`src/rtl/minirisc_pkg.sv`:
```
// Shared types and constants for the KGP-miniRISC datapath blocks.
package minirisc_pkg;

  localparam int WIDTH = 32;
  localparam int SLICE = 16;

  // Sequencer states of the serial subtractor.
  typedef enum logic [1:0] {
    IDLE = 2'd0,
    LO   = 2'd1,
    HI   = 2'd2,
    DONE = 2'd3
  } state_t;

endpackage

```
`src/rtl/sub_slice_16bit.sv`:
```
// 16-bit subtract slice: sum = a + ~b + cin, built from four 4-bit
// carry-lookahead groups joined by a second-level lookahead unit.
module sub_slice_16bit (
  input  logic [15:0] a,
  input  logic [15:0] b,
  input  logic        cin,
  output logic [15:0] sum,
  output logic        cout
);

  // 4-bit lookahead: c[i] is the carry out of bit i, each written as a
  // flat sum of products so no carry ripples through another.
  function automatic logic [3:0] cla4(input logic [3:0] g,
                                      input logic [3:0] p,
                                      input logic       ci);
    logic [3:0] c;
    logic       term;
    c = '0;
    for (int i = 0; i < 4; i++) begin
      term = ci;
      for (int j = 0; j <= i; j++) term = term & p[j];
      c[i] = term;
      for (int j = 0; j <= i; j++) begin
        term = g[j];
        for (int k = j + 1; k <= i; k++) term = term & p[k];
        c[i] = c[i] | term;
      end
    end
    return c;
  endfunction

  logic [15:0] p;
  logic [15:0] g;
  logic [15:0] cb;
  logic [3:0]  gg;
  logic [3:0]  gp;
  logic [3:0]  gc;
  logic [3:0]  t;
  logic        cin_k;

  // Bit propagate/generate on the inverted subtrahend, group terms,
  // group carries, then per-bit carries inside each group.
  always_comb begin
    p     = a ^ ~b;
    g     = a & ~b;
    gg    = '0;
    gp    = '0;
    cb    = '0;
    t     = '0;
    cin_k = 1'b0;
    for (int k = 0; k < 4; k++) begin
      t     = cla4(g[4*k +: 4], p[4*k +: 4], 1'b0);
      gg[k] = t[3];
      gp[k] = &p[4*k +: 4];
    end
    gc = cla4(gg, gp, cin);
    for (int k = 0; k < 4; k++) begin
      cin_k         = (k == 0) ? cin : gc[(k == 0) ? 0 : k - 1];
      t             = cla4(g[4*k +: 4], p[4*k +: 4], cin_k);
      cb[4*k +: 4]  = {t[2:0], cin_k};
    end
    sum  = p ^ cb;
    cout = gc[3];
  end

endmodule

```
`src/rtl/sub_serial_32bit.sv`:
```
// Two-cycle 32-bit subtractor: one shared 16-bit slice processes the low
// half, then the high half, behind a start/done handshake.
module sub_serial_32bit #(
  parameter int WIDTH = minirisc_pkg::WIDTH,
  parameter int SLICE = minirisc_pkg::SLICE
) (
  input  logic             clk,
  input  logic             rst_n,
  input  logic             start,
  input  logic [WIDTH-1:0] a,
  input  logic [WIDTH-1:0] b,
  output logic             busy,
  output logic             done,
  output logic [WIDTH-1:0] diff,
  output logic             borrow,
  output logic             zero,
  output logic             neg,
  output logic             ovf
);
  import minirisc_pkg::*;

  state_t                   state_q;
  state_t                   state_d;
  logic signed [WIDTH-1:0]  a_q;
  logic signed [WIDTH-1:0]  b_q;
  logic                     c16_q;
  logic        [SLICE-1:0]  lo_q;
  logic        [WIDTH-1:0]  diff_q;
  logic                     borrow_q;
  logic                     zero_q;
  logic                     neg_q;
  logic                     ovf_q;

  logic                     accept;
  logic        [SLICE-1:0]  sl_a;
  logic        [SLICE-1:0]  sl_b;
  logic                     sl_cin;
  logic        [SLICE-1:0]  sl_sum;
  logic                     sl_cout;
  logic        [WIDTH-1:0]  full_diff;

  // Shared slice operand mux: high half in HI, low half otherwise.
  always_comb begin
    sl_a   = a_q[SLICE-1:0];
    sl_b   = b_q[SLICE-1:0];
    sl_cin = 1'b1;
    if (state_q == HI) begin
      sl_a   = a_q[WIDTH-1:SLICE];
      sl_b   = b_q[WIDTH-1:SLICE];
      sl_cin = c16_q;
    end
  end

  sub_slice_16bit u_slice (
    .a    (sl_a),
    .b    (sl_b),
    .cin  (sl_cin),
    .sum  (sl_sum),
    .cout (sl_cout)
  );

  assign full_diff = {sl_sum, lo_q};

  // Next-state logic; start is only honoured in IDLE or DONE.
  always_comb begin
    state_d = state_q;
    accept  = 1'b0;
    case (state_q)
      IDLE: if (start) begin accept = 1'b1; state_d = LO; end
      LO:   state_d = HI;
      HI:   state_d = DONE;
      DONE: begin
        if (start) begin accept = 1'b1; state_d = LO; end
        else       state_d = IDLE;
      end
      default: state_d = IDLE;
    endcase
  end

  // State, operand latch, low-half staging and result/flag registers.
  always_ff @(posedge clk) begin
    if (!rst_n) begin
      state_q  <= IDLE;
      a_q      <= '0;
      b_q      <= '0;
      c16_q    <= 1'b0;
      lo_q     <= '0;
      diff_q   <= '0;
      borrow_q <= 1'b0;
      zero_q   <= 1'b1;
      neg_q    <= 1'b0;
      ovf_q    <= 1'b0;
    end else begin
      state_q <= state_d;
      if (accept) begin
        a_q <= a;
        b_q <= b;
      end
      // LO -> HI: stage the low half; visible diff stays untouched.
      if (state_q == LO) begin
        lo_q  <= sl_sum;
        c16_q <= sl_cout;
      end
      // HI -> DONE: publish the full result and flags together.
      if (state_q == HI) begin
        diff_q   <= full_diff;
        borrow_q <= ~sl_cout;
        zero_q   <= (full_diff == '0);
        neg_q    <= full_diff[WIDTH-1];
        ovf_q    <= (a_q[WIDTH-1] != b_q[WIDTH-1]) &&
                    (full_diff[WIDTH-1] != a_q[WIDTH-1]);
      end
    end
  end

  assign busy   = (state_q == LO) || (state_q == HI);
  assign done   = (state_q == DONE);
  assign diff   = diff_q;
  assign borrow = borrow_q;
  assign zero   = zero_q;
  assign neg    = neg_q;
  assign ovf    = ovf_q;

endmodule

```
`config.mk`:
```
export PLATFORM = sky130hd
export DESIGN_NAME = sub_serial_32bit
export DESIGN_NICKNAME = d
export VERILOG_FILES = /design/src/rtl/minirisc_pkg.sv /design/src/rtl/sub_slice_16bit.sv /design/src/rtl/sub_serial_32bit.sv
export SDC_FILE = /design/constraint.sdc
export NUM_CORES = 1
export LEC_CHECK = 0
export CAP_MARGIN = 20
export CORE_ASPECT_RATIO = 1.2
export CORE_MARGIN = 1.5
export CORE_UTILIZATION = 53
export DETAILED_ROUTE_END_ITERATION = 8
export PLACE_DENSITY = 0.88
export SYNTH_ARGS = -nofsm -noshare
export SYNTH_HDL_FRONTEND = slang
export SYNTH_HIERARCHICAL = 1
export SYNTH_SLANG_ARGS = --single-unit
```
`constraint.sdc`:
```
create_clock -name clk -period 4.5 [get_ports clk]
set_input_delay 1.35 -clock clk [delete_from_list [all_inputs] [get_ports clk]]
set_output_delay 1.35 -clock clk [all_outputs]
set_load 0.01 [all_outputs]
```
==> metrics.csv <==
metric;value;unit
grt_pass1_wl;21300;µm
fp.dieW;98.0;µm
clkSlewWorstSetupHoldPaths;0.05;ns
yosysUniqueCellTypes;38;
hold_viol;0;
p_leak;2.85;nW
regArea;0.00236;mm²
finalCriticalPeriod;4.07;ns
drive_gt1_share;10.9;%
tightest_slew;1.02;ns
synth_top_family_by_area;simple AND/OR/NAND/NOR gates;
cts_hold_buf;0;
num-fill-cells;744;
use_met1;26.1;%
worstSkewPairLatency;0.42;ns
cp-end-kind;flip-flop;
grt-ovfl-total;0;
stdcell_area;0.00746;mm²
nets;808;
hp-class;reg -> reg;
numPortBuffers;104;
synth-warning-count;6;
synth_fp_nets;716;
place_area;0.00680;mm²
pin_count;105;
grt_most_used_layer;met2;
setup_tns;0;ns
start_util;54.6;%
multi_input_area;0.00309;mm²
synth_seq_area_share;41.1;%
synthSimpleGateAreaFrac;18.0;%
drt_iter0_drc;169;
root_buffer;clkbuf_16;
path_max_fanout;12;
synth.avg_cell_area;9.26;µm²
dr_total_vias;4571;
grt_pass1_vias;4580;
worst-r2r-setup-slack;0.43;ns
slew_headroom;32.1;%
antenna_cells;0;
synthMuxAreaShare;15.0;%
max_freq;0.246;GHz
cp-start-kind;flip-flop;
arrival;4.39;ns
drtAntennaViolNets;0;
synthAdderAreaFrac;6.84;%
grt_max_degree;80;
gr-usage-met2;42.8;%
dp_hpwl;9430;µm
viasPerCell;5.35;
clkSinkCount;118;
ctsResizeCount;0;
timing.max_cap.violations;0;
synth_xor_area_share;1.22;%
dp_cells;821;
clk_path_buf_depth;2;
rsz0062_at_grt;no;
antenna_found_initial;0;
die_h;117;µm
fp.coreArea;0.0105;mm²
required;4.82;ns
cts_made_buffers;17;
std_cell_rows;41;
min_period_over_period;90.4;%
cts-htree-levels;4;
global_route.usage.met3;6.12;%
cts_tree;built;
syn_area;0.00574;mm²
final-max-slew-violation-count;0;
post-cts-setup-buffers;0;
finalSetupViolCount;0;
critPathKind;reg -> reg;
run_status;finished, final reports clean;
wl_per_cell;15.6;µm
finalWirelength;13300;µm
stdcell_count;854;
drt_first_pass_iters;6;
finalClockSkew;0.0103;ns
synth_compound_area_share;12.3;%
ys_seq_elements;118;
dieArea;0.0115;mm²
final_util;71.0;%
drc;0;
area_growth;29.9;%
synthCells;620;
grt_usage;23.6;%
peakVddDrop;0.378;mV
powerDensity;772;mW/mm²
gp_congestion;0.828;
[worst max-delay path: stages, from the launching register on]
cell and delay (ns):
dfxtp_1 0.36, inv_1 0.16, ha_4 0.27, mux2_2 0.38
ha_1 0.36, nand3_1 0.12, nor2_1 0.06, or3_4 0.38
a21oi_1 0.23, inv_1 0.07, ha_1 0.19, o21a_1 0.17
o21a_1 0.18, nor2_1 0.11, xnor2_1 0.11, nor4_1 0.40
nand4_1 0.16, o31ai_1 0.24
[cell usage in the layout (no fill, tap or decap), types with 14 or more instances in the layout]
master | synthesis | final
a21boi_1 | 60 | 60
clkbuf_16 | 0 | 17
clkdlybuf4s50_1 | 0 | 103
dfxtp_1 | 118 | 118
ha_1 | 25 | 24
inv_1 | 28 | 28
mux2_2 | 32 | 32
mux2i_1 | 50 | 50
nand2_1 | 135 | 135
nor2_1 | 14 | 14
nor2b_1 | 52 | 51
[registers in the layout, summed over array words and instances, names as in the netlist]
signal   count
a_q         32
b_q         32
borrow       1
c16_q        1
diff        32
lo_q        16
ovf          1
state_q      2
zero         1
[cell usage after synthesis, drive strengths merged]
master	count	area, µm²
a21boi	65	488
a21o	2	15.0
a21oi	8	51.3
a221o	1	10.0
a31oi	1	6.26
and4	1	8.76
buf	27	173
clkbuf	11	41.3
dfxtp	118	2360
fa	4	80.1
ha	25	313
inv	28	105
mux2	32	360
mux2i	50	500
nand2	135	507
nand2b	4	25.0
nand3	2	10.0
nand4	1	6.26
nor2	14	52.6
nor2b	52	325
nor3	6	35.0
nor4	6	37.5
nor4b	1	15.0
o211a	2	20.0
o21a	8	60.1
o21ai	3	15.0
o221a	1	11.3
o221ai	1	8.76
o31ai	2	20.0
or3	1	11.3
xnor2	7	61.3
xor2	1	8.76
[per-stage QoR]
| stage | setup slack, ns | power [mW] | hold WS [ns] |
|---|---|---|---|
| 2_1_floorplan | 0.716 | 3.49 | 0.432 |
| 4_1_cts | 0.413 | 5.75 | 0.455 |
| 6_report | 0.432 | 5.76 | 0.453 |
| 3_3_place_gp | 0.665 | 4.13 | 0.443 |
| 5_1_grt | 0.164 | 6.12 | 0.476 |
| 3_5_place_dp | 0.511 | 4.27 | 0.446 |
[cell type report]
type                            count  area share, %
Timing Repair Buffer              111           14.9
Inverter                           28           1.41
Multi-Input combinational cell    436           41.3
Clock inverter                      9           2.31
Tap cell                          129           2.16
Clock buffer                       23           6.27
Sequential cell                   118           31.7
[where the power goes]
part / leakage [nW] / total, mW / switching (mW) / internal (mW)
Combinational: 1.58 / 2.79 / 1.58 / 1.21
Sequential: 0.964 / 1.51 / 0.187 / 1.33
Clock: 0.311 / 1.46 / 0.455 / 1.01
Total: 2.85 / 5.76 / 2.22 / 3.54
[per-layer routing]
metal / vias up / wire, µm
met4: 0 / 364
met3: 31 / 592
met2: 116 / 6820
met1: 2182 / 5510
li1: 2242 / -
met5: - / 0
[final timing paths]
check                           from             endpoint  cells past startpoint
max          state_q[0]$_SDFFE_PN0P_    zero$_SDFFE_PN1P_                     17
max reg2reg  state_q[0]$_SDFFE_PN0P_    zero$_SDFFE_PN1P_                     17
min              b_q[1]$_SDFFE_PN0P_  b_q[1]$_SDFFE_PN0P_                      2
min reg2reg      b_q[1]$_SDFFE_PN0P_  b_q[1]$_SDFFE_PN0P_                      2
[cells by family after synthesis]
group / count (synthesis)
compound gates: 94
xor+xnor: 8
fa+ha+maj: 29
buf+inv: 66
flops: 118
mux: 82
simple gates: 223
Note: power is estimated with default switching activity, not from simulation.
